$ cat src/rtl/mem_arb_if.sv
// Bus bundle for the fetch/load-store arbiter: two requester ports and the shared memory port.
// The slave modport is the arbiter's view; master is the surrounding environment.
interface mem_arb_if;
    // Every channel uses valid/ready: a beat transfers on a rising clk edge where
    // valid and ready are both 1; the payload is meaningful only while valid is 1.
    logic        if_req_valid;
    logic        if_req_ready;
    logic [31:0] if_addr;
    logic        if_rsp_valid;
    logic        if_rsp_ready;
    logic [31:0] if_rdata;
    logic        if_flush;

    logic        ls_req_valid;
    logic        ls_req_ready;
    logic [31:0] ls_addr;
    logic        ls_wen;
    logic [31:0] ls_wdata;
    logic [3:0]  ls_wstrb;
    logic        ls_rsp_valid;
    logic        ls_rsp_ready;
    logic [31:0] ls_rdata;

    logic        mem_req_valid;
    logic        mem_req_ready;
    logic [31:0] mem_addr;
    logic        mem_wen;
    logic [31:0] mem_wdata;
    logic [3:0]  mem_wstrb;
    logic        mem_rsp_valid;
    logic        mem_rsp_ready;
    logic [31:0] mem_rdata;

    modport slave (
        input  if_req_valid, if_addr, if_rsp_ready, if_flush,
        input  ls_req_valid, ls_addr, ls_wen, ls_wdata, ls_wstrb, ls_rsp_ready,
        input  mem_req_ready, mem_rsp_valid, mem_rdata,
        output if_req_ready, if_rsp_valid, if_rdata,
        output ls_req_ready, ls_rsp_valid, ls_rdata,
        output mem_req_valid, mem_addr, mem_wen, mem_wdata, mem_wstrb, mem_rsp_ready
    );

    modport master (
        output if_req_valid, if_addr, if_rsp_ready, if_flush,
        output ls_req_valid, ls_addr, ls_wen, ls_wdata, ls_wstrb, ls_rsp_ready,
        output mem_req_ready, mem_rsp_valid, mem_rdata,
        input  if_req_ready, if_rsp_valid, if_rdata,
        input  ls_req_ready, ls_rsp_valid, ls_rdata,
        input  mem_req_valid, mem_addr, mem_wen, mem_wdata, mem_wstrb, mem_rsp_ready
    );
endinterface

$ cat src/rtl/mem_arb.sv
// Arbiter sharing one memory port between instruction fetch (IF) and load/store (LS),
// one transaction in flight, LS priority with an IF anti-starvation counter.
module mem_arb #(
    parameter int STARVE_LIMIT = 4
) (
    input  logic        clk,
    input  logic        rst,
    mem_arb_if.slave    bus,
    output logic [1:0]  dbg_state,
    output logic [2:0]  dbg_starve
);
    typedef enum logic [1:0] {
        IDLE = 2'd0,
        REQ  = 2'd1,
        RSP  = 2'd2
    } state_t;

    localparam logic [2:0] LIMIT = 3'(STARVE_LIMIT);

    state_t      state, state_nxt;
    logic        owner_if, owner_if_nxt;
    logic        drop, drop_nxt;
    logic [2:0]  starve_cnt, starve_nxt;
    logic [31:0] addr_q, addr_nxt;
    logic        wen_q, wen_nxt;
    logic [31:0] wdata_q, wdata_nxt;
    logic [3:0]  wstrb_q, wstrb_nxt;

    logic if_ok, grant_if, grant_ls, rsp_phase, rsp_ready_int;

    // Response handshake toward memory; a dropped fetch response is sunk unconditionally.
    assign rsp_phase     = rst && (state == RSP);
    assign rsp_ready_int = rsp_phase &&
                           (drop || (owner_if ? bus.if_rsp_ready : bus.ls_rsp_ready));

    always_comb begin
        state_nxt    = state;
        owner_if_nxt = owner_if;
        drop_nxt     = drop;
        starve_nxt   = starve_cnt;
        addr_nxt     = addr_q;
        wen_nxt      = wen_q;
        wdata_nxt    = wdata_q;
        wstrb_nxt    = wstrb_q;
        if_ok        = bus.if_req_valid && !bus.if_flush;
        grant_if     = 1'b0;
        grant_ls     = 1'b0;
        case (state)
            IDLE: begin
                grant_if = if_ok && (!bus.ls_req_valid || (starve_cnt == LIMIT));
                grant_ls = bus.ls_req_valid && !grant_if;
                if (grant_if) begin
                    state_nxt    = REQ;
                    owner_if_nxt = 1'b1;
                    addr_nxt     = bus.if_addr;
                    wen_nxt      = 1'b0;
                    wdata_nxt    = 32'h0;
                    wstrb_nxt    = 4'h0;
                    starve_nxt   = 3'd0;
                end else if (grant_ls) begin
                    state_nxt    = REQ;
                    owner_if_nxt = 1'b0;
                    addr_nxt     = bus.ls_addr;
                    wen_nxt      = bus.ls_wen;
                    wdata_nxt    = bus.ls_wdata;
                    wstrb_nxt    = bus.ls_wstrb;
                    // A flushed fetch neither ages nor resets the counter.
                    if (if_ok)
                        starve_nxt = (starve_cnt == LIMIT) ? LIMIT : 3'(starve_cnt + 3'd1);
                    else if (!bus.if_req_valid)
                        starve_nxt = 3'd0;
                end
            end
            REQ: begin
                if (bus.if_flush && owner_if) drop_nxt = 1'b1;
                if (bus.mem_req_ready) state_nxt = RSP;
            end
            RSP: begin
                if (bus.if_flush && owner_if) drop_nxt = 1'b1;
                if (bus.mem_rsp_valid && rsp_ready_int) begin
                    state_nxt = IDLE;
                    drop_nxt  = 1'b0;
                end
            end
            default: state_nxt = IDLE;
        endcase
    end

    always_ff @(posedge clk) begin
        if (!rst) begin
            state      <= IDLE;
            owner_if   <= 1'b0;
            drop       <= 1'b0;
            starve_cnt <= 3'd0;
            addr_q     <= 32'h0;
            wen_q      <= 1'b0;
            wdata_q    <= 32'h0;
            wstrb_q    <= 4'h0;
        end else begin
            state      <= state_nxt;
            owner_if   <= owner_if_nxt;
            drop       <= drop_nxt;
            starve_cnt <= starve_nxt;
            addr_q     <= addr_nxt;
            wen_q      <= wen_nxt;
            wdata_q    <= wdata_nxt;
            wstrb_q    <= wstrb_nxt;
        end
    end

    // Valid/ready outputs are forced low while reset is held.
    assign bus.if_req_ready  = rst && grant_if;
    assign bus.ls_req_ready  = rst && grant_ls;
    assign bus.mem_req_valid = rst && (state == REQ);
    assign bus.mem_addr      = addr_q;
    assign bus.mem_wen       = wen_q;
    assign bus.mem_wdata     = wdata_q;
    assign bus.mem_wstrb     = wstrb_q;
    assign bus.mem_rsp_ready = rsp_ready_int;
    assign bus.if_rsp_valid  = rsp_phase && owner_if && !drop && bus.mem_rsp_valid;
    assign bus.ls_rsp_valid  = rsp_phase && !owner_if && bus.mem_rsp_valid;
    assign bus.if_rdata      = bus.mem_rdata;
    assign bus.ls_rdata      = bus.mem_rdata;

    assign dbg_state  = state;
    assign dbg_starve = starve_cnt;
endmodule

$ cat src/flat_wrapper.sv
// flat-port wrapper written by rule: the top's interface ports become plain ports
module mem_arb_flat 
#(
    parameter int STARVE_LIMIT = 4
)
  (clk, rst, dbg_state, dbg_starve, bus_if_req_valid, bus_if_addr, bus_if_rsp_ready, bus_if_flush, bus_ls_req_valid, bus_ls_addr, bus_ls_wen, bus_ls_wdata, bus_ls_wstrb, bus_ls_rsp_ready, bus_mem_req_ready, bus_mem_rsp_valid, bus_mem_rdata, bus_if_req_ready, bus_if_rsp_valid, bus_if_rdata, bus_ls_req_ready, bus_ls_rsp_valid, bus_ls_rdata, bus_mem_req_valid, bus_mem_addr, bus_mem_wen, bus_mem_wdata, bus_mem_wstrb, bus_mem_rsp_ready);
  mem_arb_if bus_i ();
  input  logic clk;
  input  logic rst;
  output logic [1:0] dbg_state;
  output logic [2:0] dbg_starve;
  input wire logic [$bits(bus_i.if_req_valid)-1:0] bus_if_req_valid;
  input wire logic [$bits(bus_i.if_addr)-1:0] bus_if_addr;
  input wire logic [$bits(bus_i.if_rsp_ready)-1:0] bus_if_rsp_ready;
  input wire logic [$bits(bus_i.if_flush)-1:0] bus_if_flush;
  input wire logic [$bits(bus_i.ls_req_valid)-1:0] bus_ls_req_valid;
  input wire logic [$bits(bus_i.ls_addr)-1:0] bus_ls_addr;
  input wire logic [$bits(bus_i.ls_wen)-1:0] bus_ls_wen;
  input wire logic [$bits(bus_i.ls_wdata)-1:0] bus_ls_wdata;
  input wire logic [$bits(bus_i.ls_wstrb)-1:0] bus_ls_wstrb;
  input wire logic [$bits(bus_i.ls_rsp_ready)-1:0] bus_ls_rsp_ready;
  input wire logic [$bits(bus_i.mem_req_ready)-1:0] bus_mem_req_ready;
  input wire logic [$bits(bus_i.mem_rsp_valid)-1:0] bus_mem_rsp_valid;
  input wire logic [$bits(bus_i.mem_rdata)-1:0] bus_mem_rdata;
  output wire logic [$bits(bus_i.if_req_ready)-1:0] bus_if_req_ready;
  output wire logic [$bits(bus_i.if_rsp_valid)-1:0] bus_if_rsp_valid;
  output wire logic [$bits(bus_i.if_rdata)-1:0] bus_if_rdata;
  output wire logic [$bits(bus_i.ls_req_ready)-1:0] bus_ls_req_ready;
  output wire logic [$bits(bus_i.ls_rsp_valid)-1:0] bus_ls_rsp_valid;
  output wire logic [$bits(bus_i.ls_rdata)-1:0] bus_ls_rdata;
  output wire logic [$bits(bus_i.mem_req_valid)-1:0] bus_mem_req_valid;
  output wire logic [$bits(bus_i.mem_addr)-1:0] bus_mem_addr;
  output wire logic [$bits(bus_i.mem_wen)-1:0] bus_mem_wen;
  output wire logic [$bits(bus_i.mem_wdata)-1:0] bus_mem_wdata;
  output wire logic [$bits(bus_i.mem_wstrb)-1:0] bus_mem_wstrb;
  output wire logic [$bits(bus_i.mem_rsp_ready)-1:0] bus_mem_rsp_ready;
  assign bus_i.if_req_valid = bus_if_req_valid;
  assign bus_i.if_addr = bus_if_addr;
  assign bus_i.if_rsp_ready = bus_if_rsp_ready;
  assign bus_i.if_flush = bus_if_flush;
  assign bus_i.ls_req_valid = bus_ls_req_valid;
  assign bus_i.ls_addr = bus_ls_addr;
  assign bus_i.ls_wen = bus_ls_wen;
  assign bus_i.ls_wdata = bus_ls_wdata;
  assign bus_i.ls_wstrb = bus_ls_wstrb;
  assign bus_i.ls_rsp_ready = bus_ls_rsp_ready;
  assign bus_i.mem_req_ready = bus_mem_req_ready;
  assign bus_i.mem_rsp_valid = bus_mem_rsp_valid;
  assign bus_i.mem_rdata = bus_mem_rdata;
  assign bus_if_req_ready = bus_i.if_req_ready;
  assign bus_if_rsp_valid = bus_i.if_rsp_valid;
  assign bus_if_rdata = bus_i.if_rdata;
  assign bus_ls_req_ready = bus_i.ls_req_ready;
  assign bus_ls_rsp_valid = bus_i.ls_rsp_valid;
  assign bus_ls_rdata = bus_i.ls_rdata;
  assign bus_mem_req_valid = bus_i.mem_req_valid;
  assign bus_mem_addr = bus_i.mem_addr;
  assign bus_mem_wen = bus_i.mem_wen;
  assign bus_mem_wdata = bus_i.mem_wdata;
  assign bus_mem_wstrb = bus_i.mem_wstrb;
  assign bus_mem_rsp_ready = bus_i.mem_rsp_ready;
  mem_arb #(.STARVE_LIMIT(STARVE_LIMIT)) u_core (.clk(clk), .rst(rst), .bus(bus_i), .dbg_state(dbg_state), .dbg_starve(dbg_starve));
endmodule
$ cat config.mk
export PLATFORM = sky130hd
export DESIGN_NAME = mem_arb_flat
export DESIGN_NICKNAME = d
export VERILOG_FILES = /design/src/rtl/mem_arb_if.sv /design/src/rtl/mem_arb.sv /design/src/flat_wrapper.sv
export SDC_FILE = /design/constraint.sdc
export NUM_CORES = 1
export LEC_CHECK = 0
export BUFFER_PORTS_ARGS = -buffer_cell sky130_fd_sc_hd__buf_2
export CAP_MARGIN = 10
export CORE_AREA = 4 4 110 112
export DETAILED_ROUTE_END_ITERATION = 7
export DIE_AREA = 0 0 114 116
export GPL_ROUTABILITY_DRIVEN = 0
export PLACE_DENSITY_LB_ADDON = 0.12
export SYNTH_ARGS = -nofsm -noshare
export SYNTH_HDL_FRONTEND = slang
export SYNTH_SLANG_ARGS = --single-unit
$ cat constraint.sdc
create_clock -name clk -period 4.01 [get_ports clk]
set_clock_uncertainty 0.05 [all_clocks]
set_input_delay 0.401 -clock clk [delete_from_list [all_inputs] [get_ports clk]]
set_output_delay 0.401 -clock clk [all_outputs]
set_load 0.005 [all_outputs]
==> results of run 1 <==
[cell usage in the layout, fill, tap and decap left out, types with 2 or more instances in the layout]
cell type  instances
buf_2            189
dfxtp_1           76
nor2_1            45
a22oi_1           38
o21ai_0           35
mux2i_1           35
a21oi_1           33
clkbuf_16          9
nand2_1            7
ha_1               7
inv_1              6
nor3b_1            3
buf_4              3
nor2b_4            2
xnor2_1            2
clkbuf_8           2
bufinv_16          2
[cells by family after synthesis]
family	after synthesis
DFF	76
muxes	36
xor gates and xnor gates	2
adders and majority gates	7
buffers and inverters	96
AOI/OAI and AO/OA	114
and+or+nand+nor	63
[routing by layer]
metal | share of wire [%] | global-route usage, %
met1 | 42 | 17.5
met2 | 44 | 21.8
met3 | 12 | 6.06
met4 | 2.3 | 7.05
met5 | 0 | 0
[critical path, cell delays in order (launching register included)]
cell and delay (ns):
dfxtp_1 0.38, inv_1 0.06, ha_1 0.23, a21boi_0 0.39
nor2b_4 0.17, and3_1 0.22, buf_2 0.14
[layout make-up]
class | count | area, µm² | share of cell area (%)
inverter | 6 | 22.5 | 0.503
tap | 143 | 179 | 4.00
timing repair buffer | 192 | 968 | 21.7
multi-input combinational | 222 | 1460 | 32.6
sequential | 76 | 1520 | 34.0
clock buffer | 11 | 253 | 5.65
clock inverter | 4 | 72.6 | 1.62
[Yosys cell counts, drive strengths merged (2+ instances only)]
master,n,area share [%]
nand2,7,0.72
dfxtp,76,42
nor2,45,4.6
a31oi,2,0.51
nor2b,3,0.79
nor3b,3,0.62
mux2i,35,9.6
ha,7,2.4
a21oi,33,4.5
o21ai,36,4.9
o21a,2,0.41
inv,6,0.62
buf,76,17
xnor2,2,0.48
clkbuf,14,1.4
a22oi,38,7.8
[power by group]
part           internal (mW)  leakage, nW  switching [mW]
Sequential             0.939        0.626          0.0900
Combinational          0.353         1.33           0.459
Clock                  0.574        0.158           0.303
[metrics by stage]
stage	hold WS [ns]	util (%)	power (mW)
2_1_floorplan	0.429	-	1.59
3_3_place_gp	0.423	37.0	1.86
3_5_place_dp	0.431	37.0	1.87
4_1_cts	0.259	39.9	2.77
5_1_grt	0.271	39.9	2.91
6_report	0.271	39.9	2.72
[worst paths after layout]
path                            slack [ns]  cells past startpoint                                    end
worst min register to register        0.44                      2       u_core.dbg_state[1]$_SDFFE_PN0P_
worst max-delay path                  1.63                      6                       bus_if_req_ready
worst min-delay path                  0.27                      3  u_core.bus.mem_wdata[31]$_SDFFE_PN0P_
worst max register to register        1.80                      7   u_core.bus.mem_addr[11]$_SDFFE_PN0P_
[state kept, by name, summed over array words and instances (netlist names)]
signal,flops
u_core.bus.mem_addr,32
u_core.bus.mem_wdata,32
u_core.bus.mem_wen,1
u_core.bus.mem_wstrb,4
u_core.dbg_starve,3
u_core.dbg_state,2
u_core.drop,1
u_core.owner_if,1
==> impl_metrics.csv, run 1 <==
group,metric,value,unit
worst_setup_path,cp_max_fo,11,
layout,antenna_cells,0,
routing,drtAntennaViolNets,0,
worst_hold_path,hp-class,"input pin to register",
global_route,overflow,0,
layout,syn2layout_area_growth,22.6,%
clocking,cts_made_buffers,9,
synth,synth_compound_area_share,19.0,%
timing,rsz0062_at_grt,"no",
clocking,clk_pin_slew,0.06,ns
worst_setup_path,r2r-start,"u_core.dbg_starve[0]$_SDFFE_PN0P_",
floorplan,rows,39,
floorplan,initial_core_util,32.5,%
outcome,status,"finished clean",
timing,hold_viol,0,
synth,synth_edf_count,0,
worst_setup_path,path_class,"register to primary output",
layout,nFillCells,1163,
layout,final_cell_count_no_fill,654,
timing,period_needed,2.38,ns
timing,finalWorstSetupSlack,1.63,ns
synth,postSynth.asyncResetShare,0,%
place,dpl-instance-area,4150,µm²
floorplan,io-pin-count,286,
layout,fin_area,4470,µm²
worst_setup_path,cp.arrival,1.93,ns
timing,setup_violations,0,
place,pre_cts_slack,1.74,ns
synth,synthXorXnorAreaFrac,0.480,%
power,powerDensity,608,nW/µm²
clocking,cts_sinks,76,
global_route,antenna_found_initial,0,
synth,ys_seq_elements,76,
global_route,grt_pass1_vias,2957,
timing,fin_tns_setup,0,ns
power,p_leak,2.11,nW
synth,synth.yosys.seq_area_share,41.7,%
global_route,grt_start_max_net_pins,65,
place,place_inst,639,
global_route,grt_use_total,14.4,%
clocking,cts_tree,"done",
clocking,cts_resized,0,
clocking,hold_buffers,0,
place,port_buffers,189,
power,ir_worst_vdd,0.000240,V
routing,via_per_inst,4.72,
worst_hold_path,min_from,"bus_ls_wdata[31]",
worst_setup_path,startpoint,"u_core.dbg_starve[0]$_SDFFE_PN0P_",
clocking,clockBufferDepth,2,
clocking,htree_num_levels,3,
synth,syn-num-nets,543,
timing,fmax,421,MHz
worst_setup_path,start_kind,"register",
synth,synth_top_family_by_area,"compound AO/OA/AOI/OAI gates",
floorplan,fp.dieW,114,µm
layout,drive_gt1_share,41.9,%
global_route,grt_pass1_wl,15000,µm
floorplan,design.die.area,13200,µm²
routing,num_vias,3088,
place,post-dp-hpwl,7170,µm
synth,synthAdderAreaFrac,2.40,%
worst_setup_path,required,3.56,ns
clocking,root_buffer,"clkbuf_16",
synth,synthFlopType,"dfxtp_1",
synth,postSynthCellCount,394,
synth,syn_area,3650,µm²
floorplan,die_h,116,µm
synth,synth.area.mux_share,9.91,%
synth,synth_simple_gate_area_share,7.58,%
synth,synth-warning-count,0,
clocking,postCtsSetupRepairBufs,0,
worst_setup_path,cp-end-kind,"primary output",
synth,synth.avg_cell_area,9.26,µm²
run,cap_viol_max_count,0,
synth,synth_cell_types,31,
clocking,insertion_delay,0.33,ns
timing,timing_max_transition_violations_final,0,
routing,wl,9780,µm
routing,drt_iter0_markers,179,
timing,slew_headroom,30.9,%
timing,tightestPinTransition,1.04,ns
routing,dr.pass1.iters,4,
floorplan,core,11200,µm²
routing,wl_per_cell,15.0,µm
layout,final_nets,656,
timing,fin_crit_sh,59.3,%
routing,drc,0,
Note: power is estimated with default switching activity, not from simulation.
==> run 2: changes to the inputs <==
--- a/config.mk
+++ b/config.mk
@@ -5,11 +5,12 @@
 export SDC_FILE = /design/constraint.sdc
 export NUM_CORES = 1
 export LEC_CHECK = 0
+export ABC_AREA = 1
 export BUFFER_PORTS_ARGS = -buffer_cell sky130_fd_sc_hd__buf_2
 export CAP_MARGIN = 10
-export CORE_AREA = 4 4 110 112
+export CORE_AREA = 4 4 108 110
 export DETAILED_ROUTE_END_ITERATION = 7
-export DIE_AREA = 0 0 114 116
+export DIE_AREA = 0 0 112 114
 export GPL_ROUTABILITY_DRIVEN = 0
 export PLACE_DENSITY_LB_ADDON = 0.12
 export SYNTH_ARGS = -nofsm -noshare
==> constraint.sdc (replaced) <==
create_clock -name clk -period 2.4 [get_ports clk]
set_clock_uncertainty 0.05 [all_clocks]
set_input_delay 0.24 -clock clk [delete_from_list [all_inputs] [get_ports clk]]
set_output_delay 0.24 -clock clk [all_outputs]
set_load 0.005 [all_outputs]
==> run 2 against run 1 <==
  * Wire length rose by 4.6%
  * Power rose by 64%
  * Count of clock-buffer cells in the layout decreased by 1
  * Via count increased by 20%
  * Sequential share of layout area decreased by 1.4 points
  * Area after synthesis is 8.5% higher
  * Worst setup slack got worse by 1.3 ns
  * Non-clock buffer count rose by 2
  * Sequential power increased by 71%
  * Die area is 3.4% lower
  * Critical path type unchanged
==> impl_metrics.csv, run 2 <==
group,metric,value,unit
outcome,status,"finished clean",
routing,dr.pass1.iters,4,
place,port_buffers,189,
timing,fmax,474,MHz
clocking,cts_tree,"done",
timing,hold_viol,0,
clocking,cts_resized,0,
global_route,grt_pass1_vias,3481,
routing,drt_iter0_markers,206,
timing,rsz0062_at_grt,"no",
worst_setup_path,required,2.11,ns
power,seq_power_share,39.5,%
floorplan,fp.dieW,112,µm
routing,drc,0,
synth,ys_seq_elements,76,
routing,wl,10200,µm
worst_setup_path,startpoint,"u_core.dbg_starve[0]$_SDFFE_PN0P_",
routing,via_per_inst,4.38,
worst_hold_path,min_from,"bus_ls_wdata[13]",
clocking,htree_num_levels,3,
timing,period_needed,2.11,ns
worst_setup_path,cp.arrival,1.82,ns
routing,wl_per_cell,12.1,µm
synth,synth_area_leaders,"dfxtp_1, nand2_1, buf_4",
power,p_leak,2.61,nW
power,ir_worst_vdd,0.000428,V
worst_setup_path,path_class,"register to primary output",
power,total_power,4.47,mW
synth,post-synth-top-count-cell,"nand2_1",
synth,synth_edf_count,0,
layout,final_nets,848,
floorplan,io-pin-count,286,
run,cap_viol_max_count,0,
synth,post-synth-top-area-cell,"dfxtp_1",
layout,syn2layout_area_growth,18.0,%
worst_setup_path,r2r-start,"u_core.dbg_state[1]$_SDFFE_PN0P_",
clocking,clk_pin_slew,0.08,ns
timing,setup_violations,0,
clocking,cts_made_buffers,9,
worst_setup_path,start_kind,"register",
global_route,grt_use_total,15.6,%
synth,synth_top_area_share,38.4,%
synth,postSynth.asyncResetShare,0,%
synth,syn_area,3960,µm²
layout,nFillCells,1165,
synth,synth.yosys.seq_area_share,38.4,%
timing,slew_headroom,64.8,%
floorplan,design.die.area,12800,µm²
place,post-dp-hpwl,7580,µm
floorplan,core,10700,µm²
power,powerDensity,956,nW/µm²
clocking,clockBufferDepth,2,
worst_setup_path,cp_max_fo,33,
synth,synth.avg_cell_area,6.77,µm²
worst_setup_path,cp-end-kind,"primary output",
power,p_int,2.80,mW
clocking,postCtsSetupRepairBufs,0,
floorplan,die_h,114,µm
timing,fin_hold_ws,0.0914,ns
global_route,overflow,0,
timing,timing_max_transition_violations_final,0,
clocking,cts_sinks,76,
clocking,hold_buffers,0,
synth,synth-warning-count,0,
global_route,grt_start_max_net_pins,41,
synth,postSynthCellCount,585,
synth,syn-num-nets,734,
global_route,grt_pass1_wl,16700,µm
floorplan,initial_core_util,37.0,%
timing,fin_tns_setup,0,ns
clocking,root_buffer,"clkbuf_8",
global_route,antenna_found_initial,0,
worst_hold_path,hp-class,"input pin to register",
power,power.share.combinational,39.4,%
power,power_switching,1.67,mW
synth,synth_cell_types,20,
layout,most-common-layout-cells,"nand2_1, buf_2, dfxtp_1",
synth,synth_common_cells,"nand2_1, dfxtp_1, nor2_1",
power,netSwitchingFraction,37.3,%
floorplan,rows,38,
timing,fin_crit_sh,87.8,%
layout,final_common_cell,"nand2_1",
layout,antenna_cells,0,
routing,num_vias,3699,
clocking,insertion_delay,0.33,ns
routing,drtAntennaViolNets,0,
synth,synthFlopType,"dfxtp_1",
timing,tightestPinTransition,0.527,ns
layout,drive_gt1_share,31.0,%
power,clock_power_share,21.1,%
[run 2: layer usage]
| layer | routed length (µm) | track usage [%] |
|---|---|---|
| met1 | 4500 | 20.2 |
| met2 | 4390 | 23.3 |
| met3 | 1250 | 8.12 |
| met4 | 83 | 3.69 |
| met5 | 0 | 0 |
[run 2: worst max-delay path, cell delays in order (launching register included)]
cell,delay [ns]
dfxtp_1,0.34
inv_1,0.08
ha_1,0.14
nand2_1,0.10
a21oi_4,0.26
buf_4,0.37
nor3_1,0.07
buf_2,0.14
[run 2: stage by stage]
stage / setup WS, ns / area (µm²) / std cells / utilization [%]
6_report: 0.292 / 4670 / 844 / 43.7
5_1_grt: 0.110 / 4670 / 844 / 43.7
4_1_cts: 0.260 / 4670 / 844 / 43.7
3_5_place_dp: 0.636 / 4480 / 828 / 41.9
3_3_place_gp: 0.646 / 4480 / 828 / 41.9
2_1_floorplan: 0.819 / 3960 / 585 / -
[run 2: power by group through the flow]
stage | Clock, mW | Combinational [mW] | Sequential (mW)
3_5_place_dp | 0 | 1.79 | 1.80
4_1_cts | 0.995 | 1.80 | 1.77
6_report | 0.944 | 1.76 | 1.76
3_3_place_gp | 0 | 1.78 | 1.78
2_1_floorplan | 0 | 1.22 | 1.82
5_1_grt | 1.06 | 2.05 | 1.81
[run 2: area by class of cell]
class	instances	area, µm²	share of cell area [%]
multi-input cells	364	1580	33.9
flip-flops and latches	76	1520	32.6
repair buffers	194	996	21.3
inverters	54	205	4.39
well taps	140	175	3.75
clock buffers	10	128	2.73
clock inverters	6	63.8	1.37
[run 2: logic make-up after synthesis]
logic type	synth area share, %
compound gates	6.38
fa+ha+maj	2.21
buf+inv	21.6
flops	38.4
simple gates	31.4
[run 2: path summary, 6_finish.rpt]
kind | end | slack (ns) | cells past startpoint
setup reg to reg | u_core.bus.mem_addr[8]$_SDFFE_PN0P_ | 0.68 | 8
hold reg to reg | u_core.bus.mem_wdata[12]$_SDFFE_PN0P_ | 0.41 | 2
hold / removal | u_core.bus.mem_wdata[13]$_SDFFE_PN0P_ | 0.09 | 3
setup / recovery | bus_ls_req_ready | 0.29 | 7
